$ cat config.mk
export PLATFORM = sky130hd
export DESIGN_NAME = data_mem_arbiter
export DESIGN_NICKNAME = d
export VERILOG_FILES = /design/src/rtl/cpu_pkg.sv /design/src/rtl/rr_pick2.sv /design/src/rtl/data_mem_arbiter.sv
export SDC_FILE = /design/constraint.sdc
export NUM_CORES = 1
export LEC_CHECK = 0
export ABC_AREA = 1
export ABC_CLOCK_PERIOD_IN_PS = 2100
export CELL_PAD_IN_SITES_DETAIL_PLACEMENT = 1
export CELL_PAD_IN_SITES_GLOBAL_PLACEMENT = 2
export CORE_AREA = 4 4 91 127
export CTS_CLUSTER_DIAMETER = 100
export DETAILED_ROUTE_END_ITERATION = 16
export DIE_AREA = 0 0 95 131
export GPL_TIMING_DRIVEN = 0
export PLACE_DENSITY = 0.9
export RECOVER_POWER = 100
export SLEW_MARGIN = 20
export SYNTH_ARGS = -nofsm -noshare
export SYNTH_HDL_FRONTEND = slang
export SYNTH_HIERARCHICAL = 1
export SYNTH_SLANG_ARGS = --single-unit
$ cat constraint.sdc
create_clock -name clock -period 2.1 [get_ports clock]
set_input_delay 0.63 -clock clock [delete_from_list [all_inputs] [get_ports clock]]
set_output_delay 0.63 -clock clock [all_outputs]
set_load 0.01 [all_outputs]
$ cat src/rtl/cpu_pkg.sv
// cpu_pkg: shared data-path widths and arbiter state/owner types
package cpu_pkg;
  localparam int DATA_W = 16;
  localparam int ADDR_W = 5;
  typedef enum logic [1:0] {ARB_IDLE, ARB_GNT_CPU, ARB_GNT_HOST} arb_state_e;
  typedef enum logic {OWN_CPU, OWN_HOST} arb_owner_e;
endpackage

$ cat src/rtl/rr_pick2.sv
// rr_pick2: two-way round-robin pick; on a tie the requester that did not win last time goes
module rr_pick2
  import cpu_pkg::*;
(
  input  logic       i_cpu_el,
  input  logic       i_host_el,
  input  arb_owner_e i_last,
  output logic       o_valid,
  output arb_owner_e o_pick
);
  logic w_both;
  // pick the lone eligible requester, or alternate against the last winner on a tie
  always_comb begin
    w_both  = i_cpu_el && i_host_el;
    o_valid = i_cpu_el || i_host_el;
    o_pick  = w_both ? (i_last == OWN_HOST ? OWN_CPU : OWN_HOST) : (i_cpu_el ? OWN_CPU : OWN_HOST);
  end
endmodule

$ cat src/rtl/data_mem_arbiter.sv
// data_mem_arbiter: registered round-robin sharing of the data memory between cpu_core and the host port
module data_mem_arbiter
  import cpu_pkg::*;
#(
  parameter int DATA_W = 16,
  parameter int ADDR_W = 5,
  parameter int CNT_W  = 8
) (
  input  logic              clock,
  input  logic              reset,
  input  logic              cpu_req,
  input  logic              cpu_we,
  input  logic [ADDR_W-1:0] cpu_addr,
  input  logic [DATA_W-1:0] cpu_wdata,
  output logic              cpu_gnt,
  output logic              cpu_rvalid,
  output logic [DATA_W-1:0] cpu_rdata,
  input  logic              host_req,
  input  logic              host_we,
  input  logic [ADDR_W-1:0] host_addr,
  input  logic [DATA_W-1:0] host_wdata,
  input  logic              host_lock,
  output logic              host_gnt,
  output logic              host_rvalid,
  output logic [DATA_W-1:0] host_rdata,
  output logic              mem_en,
  output logic              mem_we,
  output logic [ADDR_W-1:0] mem_addr,
  output logic [DATA_W-1:0] mem_wdata,
  input  logic [DATA_W-1:0] mem_rdata,
  output logic [CNT_W-1:0]  conflict_cnt
);
  arb_state_e        r_state;
  arb_owner_e        r_last;
  arb_owner_e        r_rown;
  logic              r_we;
  logic              r_rv;
  logic [ADDR_W-1:0] r_addr;
  logic [DATA_W-1:0] r_wdata;
  logic [CNT_W-1:0]  r_cnt;
  logic              w_cpu_el;
  logic              w_host_el;
  logic              w_valid;
  arb_owner_e        w_pick;

  // a requester granted this cycle sits out the next one; host_lock fences the CPU off
  always_comb begin
    w_cpu_el  = cpu_req && !host_lock && r_state != ARB_GNT_CPU;
    w_host_el = host_req && r_state != ARB_GNT_HOST;
  end

  rr_pick2 u_pick (
    .i_cpu_el (w_cpu_el),
    .i_host_el(w_host_el),
    .i_last   (r_last),
    .o_valid  (w_valid),
    .o_pick   (w_pick)
  );

  // grant state, captured request, read tag and saturating conflict counter
  always_ff @(posedge clock) begin
    if (!reset) begin
      r_state <= ARB_IDLE;
      r_last  <= OWN_HOST;
      r_rown  <= OWN_CPU;
      r_we    <= 1'b0;
      r_rv    <= 1'b0;
      r_addr  <= '0;
      r_wdata <= '0;
      r_cnt   <= '0;
    end else begin
      r_state <= !w_valid ? ARB_IDLE : (w_pick == OWN_CPU ? ARB_GNT_CPU : ARB_GNT_HOST);
      r_rv    <= r_state != ARB_IDLE && !r_we;
      r_rown  <= r_state == ARB_GNT_CPU ? OWN_CPU : OWN_HOST;
      if (w_valid) begin
        r_last  <= w_pick;
        r_we    <= w_pick == OWN_CPU ? cpu_we : host_we;
        r_addr  <= w_pick == OWN_CPU ? cpu_addr : host_addr;
        r_wdata <= w_pick == OWN_CPU ? cpu_wdata : host_wdata;
      end
      if (w_cpu_el && w_host_el && r_cnt != '1) r_cnt <= r_cnt + CNT_W'(1);
    end
  end

  // memory strobes follow the grant state; read data is shared, rvalid picks the owner
  always_comb begin
    cpu_gnt      = r_state == ARB_GNT_CPU;
    host_gnt     = r_state == ARB_GNT_HOST;
    mem_en       = r_state != ARB_IDLE;
    mem_we       = mem_en && r_we;
    mem_addr     = r_addr;
    mem_wdata    = r_wdata;
    cpu_rvalid   = r_rv && r_rown == OWN_CPU;
    host_rvalid  = r_rv && r_rown == OWN_HOST;
    cpu_rdata    = mem_rdata;
    host_rdata   = mem_rdata;
    conflict_cnt = r_cnt;
  end
endmodule

* Yosys cells after proc, flatten, opt, wreduce, memory -nomap -nowiden
Index checks and enable logic that the tools add are counted.
Storage, ports and cells: register bits 35, input port bits 65, word-level logic and storage cells 37
Operators by class: $add $sub $neg 1, equal/unequal tests 5, multiplexer cells 8, bitwise gates (word level) 1, reductions and logical operators 14
Operators with widths (count):
- 16-bit two-way mux | 1
- 1-bit logical AND | 9
- 8-bit by 1-bit adder with 8-bit output, second input constant | 1
- 8-bit inequality test, second input constant | 1
- 1-bit two-way mux | 5
- 5-bit two-way mux | 1
- 2-bit by 1-bit == test with 1-bit output, second input constant | 1
- 2-bit == test, second input constant | 1
- 1-bit logical NOT | 2
- 2-bit two-way mux | 1
- 2-bit by 1-bit inequality test with 1-bit output, second input constant | 1
- 2-bit inequality test, second input constant | 1
- 2-bit AND reduction | 1
- 2-bit nonzero test | 1
- 1-bit logical OR | 1
- 1-bit NOT | 1

* Depth between registers and ports, before layout
depth after elaboration 6, depth in mapped cells 10

* Modules after synthesis
Netlist, hierarchy kept.
Modules (own cells, without submodules):
- data_mem_arbiter | instances 1, cells each 261, area an instance 1833.0 um^2, seq. area each 700.7 um^2
- rr_pick2 | instances 1, cells each 4, area an instance 17.5 um^2, seq. area each 0.0 um^2

* Worst setup path after synthesis
Ideal clock, no wire load.
path kind input port to flip-flop, start point input host_req, end point register r_addr[0], in the netlist mem_addr[0], library setup time 0.062 ns, arrival 1.487 ns, setup slack 0.551 ns, stages 8, path buffers 1, cell sequence a21boi_1 or2_1 inv_1 nand2_1 inv_1 buf_2 nand2_1 nand3_1
RTL lines:
- from (decl) | RTL line data_mem_arbiter.sv:18 | input logic host_req,
- 1-bit logical AND | RTL line data_mem_arbiter.sv:49 | w_host_el = host_req && r_state != ARB_GNT_HOST;
- 1-bit logical OR | RTL line rr_pick2.sv:15 | o_valid = i_cpu_el || i_host_el;
- via w_valid | RTL line data_mem_arbiter.sv:43 | logic w_valid;
- to (signal assigned) | RTL line data_mem_arbiter.sv:78 | r_addr <= w_pick == OWN_CPU ? cpu_addr : host_addr;
- to (decl) | RTL line data_mem_arbiter.sv:38 | logic [ADDR_W-1:0] r_addr;
The timed path passes the listed nets, and every way through them passes these cells. A chain may end at the register's enable or synchronous reset.

* Worst setup path after layout
start point register r_cnt[5], in the netlist conflict_cnt[5], end point output conflict_cnt[5]
RTL lines:
- from (decl) | RTL line data_mem_arbiter.sv:40 | logic [CNT_W-1:0] r_cnt;
- from (signal assigned) | RTL line data_mem_arbiter.sv:81 | if (w_cpu_el && w_host_el && r_cnt != '1) r_cnt <= r_cnt + CNT_W'(1);
- to (decl) | RTL line data_mem_arbiter.sv:31 | output logic [CNT_W-1:0] conflict_cnt
No word-level cell between the ends.

==> reports/metrics.cfg <==
[route]
wl_um=6353
drc=0
ant_nets=0
num_vias=2058
drtIter0Drc=52
wl_per_cell_um=12.12
via_per_inst=3.927
drtPass1Iterations=3

[die]
die_h_um=131
pin_count=132
chipWidth_um=95
core_sq_um=10350
die-area_sq_um=12450
rows=44
initial_core_util_pct=17.88

[synthesis]
syn-cell-area_sq_um=1851
syn_nets=331
avgSynthCellArea_sq_um=6.983
ys_seq_area_share_pct=37.86
synthCells=265
yosysUniqueCellTypes=27
yosysWarnings=6
synth_seq_cells=35

[power_and_ir_drop]
vdd_drop_max_v=0.0003712
p_leak_uw=0.001537
p_per_area_nw_per_um2=594.5

[placed_design]
port_buffers=114
hpwl_um=5402
gp_congestion=0.6714
dpl_worst_slack_ps=-249.3
dp_cells=517

[sta]
setup_viol=0
fin_crit_ps=2003
setup_tns_ps=0
tightestPinTransition_ps=226.3
fin_crit_sh_pct=95.39
worst_slack_ps=96.83
slew_headroom_pct=84.89
finalHoldViolCount=0
fmax_mhz=499.2
grt_setup_unrepaired=no
drv_slew=0
finClkSkew_ps=5.226

[global_route]
grt_max_degree=11
grt_overflow=0
grt_pass1_wl_um=10120
grt_use_total_pct=10.49
grt_pass1_vias=2210
antenna_found_initial=0

[clocking]
clk_pin_slew_ps=60
post-cts-setup-buffers=0
holdBufCountCts=0
numCtsBuffers=5
cts_sinks=35
htreeDepth=2
cts_buffer_depth=2
clockRootBuffer=clkbuf_16
clk_latency_ps=280
cts_tree=yes
cts_resized=3

[final_layout]
fin_cells=524
layout-drive-gt1-share_pct=17.10
diodes=0
multi_input_area_sq_um=794.5
area_delta_synth_final_pct=80.53
regArea_sq_um=701.9
fillers=1295
nets=452

[flow_run]
cap_violations=0

[min_path]
worstHoldPathType=reg -> reg

[worst_setup_path]
worstPathArrival_ps=1370
crit_type=reg -> out
crit_slowest_cell=dlygate4sd3_1
cp-start-kind=flop
path_delay_family=buffers and inverters
crit_chain=dlygate4sd3_1
cp.required_ps=1470
cpPeakStageDelay_ps=660
cp_num_buf_inv=1
cp_max_fo=7
crit_path_end_kind=primary output

[status]
outcome=finished clean

==> cell families after synthesis <==
group | Yosys count | synth area share (%)
buffers and inverters | 61 | 19.54
XOR/XNOR | 1 | 0.4734
AND/OR/NAND/NOR | 158 | 38.54
adder cells (fa/ha/maj) | 1 | 0.6760
flip-flops | 35 | 37.86
AO/OA/AOI/OAI | 9 | 2.907
==> layer usage <==
metal | share of wire [%] | GRT usage, % | vias up
met5 | 0 | 0 | -
met4 | 1.6 | 3.823 | 0
met3 | 14 | 4.983 | 7
met2 | 51 | 20.02 | 108
met1 | 33 | 9.462 | 914
li1 | - | - | 1029
==> stage by stage <==
| step | cell area, sq um | total power, uW | util [%] | hold slack [ps] |
|---|---|---|---|---|
| 6_report | 3341 | 1986 | 32.28 | 431.2 |
| 5_1_grt | 3341 | 2100 | 32.28 | 488.1 |
| 4_1_cts | 3332 | 2070 | 32.19 | 438.7 |
| 3_3_place_gp | 3164 | 1199 | 30.57 | 421.6 |
| 2_1_floorplan | 1851 | 928.9 | - | 401.3 |
| 3_5_place_dp | 3164 | 1213 | 30.57 | 426.8 |
==> layout make-up <==
cell class                 instances  share of cell area (%)
clock inverter                     1                  0.8989
sequential                        35                   21.01
timing repair buffer             114                   34.31
clock buffer                       6                   3.858
inverter                          21                   2.360
multi-input combinational        169                   23.78
tap                              138                   5.169
buffer                            40                   8.614
==> cell usage in the layout, fill, tap and decap left out, types with 2 or more instances in the layout <==
cell,count
nor2_4,3
nand3_1,29
clkbuf_4,2
inv_2,5
a21oi_1,4
dlygate4sd3_1,63
nor2_2,3
buf_4,33
nor2_1,15
nand2_2,3
buf_2,2
clkbuf_2,3
dfxtp_1,34
o21ai_0,2
clkdlybuf4s50_1,48
clkbuf_16,5
inv_1,16
dlymetal6s2s_1,2
nand2_1,97
nand4_1,2
==> flip-flops by register name (all words and copies together), names as in the netlist <==
name,count
r_we,1
r_rown,1
r_state,2
r_last,1
mem_wdata,16
mem_addr,5
conflict_cnt,8
r_rv,1
==> synth_stat cells <==
| cell | instances | area [sq um] |
|---|---|---|
| a21boi_1 | 1 | 7.510 |
| a21oi_1 | 4 | 20.02 |
| a21oi_2 | 1 | 8.760 |
| buf_2 | 6 | 30.03 |
| buf_4 | 33 | 247.7 |
| clkbuf_2 | 1 | 5.000 |
| dfxtp_1 | 35 | 700.7 |
| ha_1 | 1 | 12.51 |
| inv_1 | 15 | 56.30 |
| inv_2 | 6 | 22.52 |
| nand2_1 | 95 | 356.6 |
| nand2_2 | 5 | 31.28 |
| nand3_1 | 29 | 145.1 |
| nand3_4 | 1 | 17.52 |
| nand3b_1 | 1 | 7.510 |
| nand4_1 | 2 | 12.51 |
| nor2_1 | 16 | 60.06 |
| nor2_2 | 3 | 18.77 |
| nor2_4 | 2 | 22.52 |
| nor2_8 | 1 | 20.02 |
| nor3_1 | 1 | 5.000 |
| nor3_2 | 1 | 10.01 |
| o211ai_1 | 1 | 7.510 |
| o21ai_0 | 1 | 5.000 |
| o21ai_1 | 1 | 5.000 |
| or2_1 | 1 | 6.260 |
| xor2_1 | 1 | 8.760 |
==> worst paths after layout <==
check                  start              end  slack, ps  cells after the start
max reg2reg       r_state[0]     mem_wdata[5]        470                     10
min reg2reg             r_we             r_rv        430                      1
max          conflict_cnt[5]  conflict_cnt[5]        100                      1
min                     r_we             r_rv        430                      1
==> report_power, final <==
group | internal [uW] | switching, uW
Clock | 554 | 273
Combinational | 252 | 167
Sequential | 713 | 27.9
Total | 1520 | 468
(Power assumes the default switching activity.)
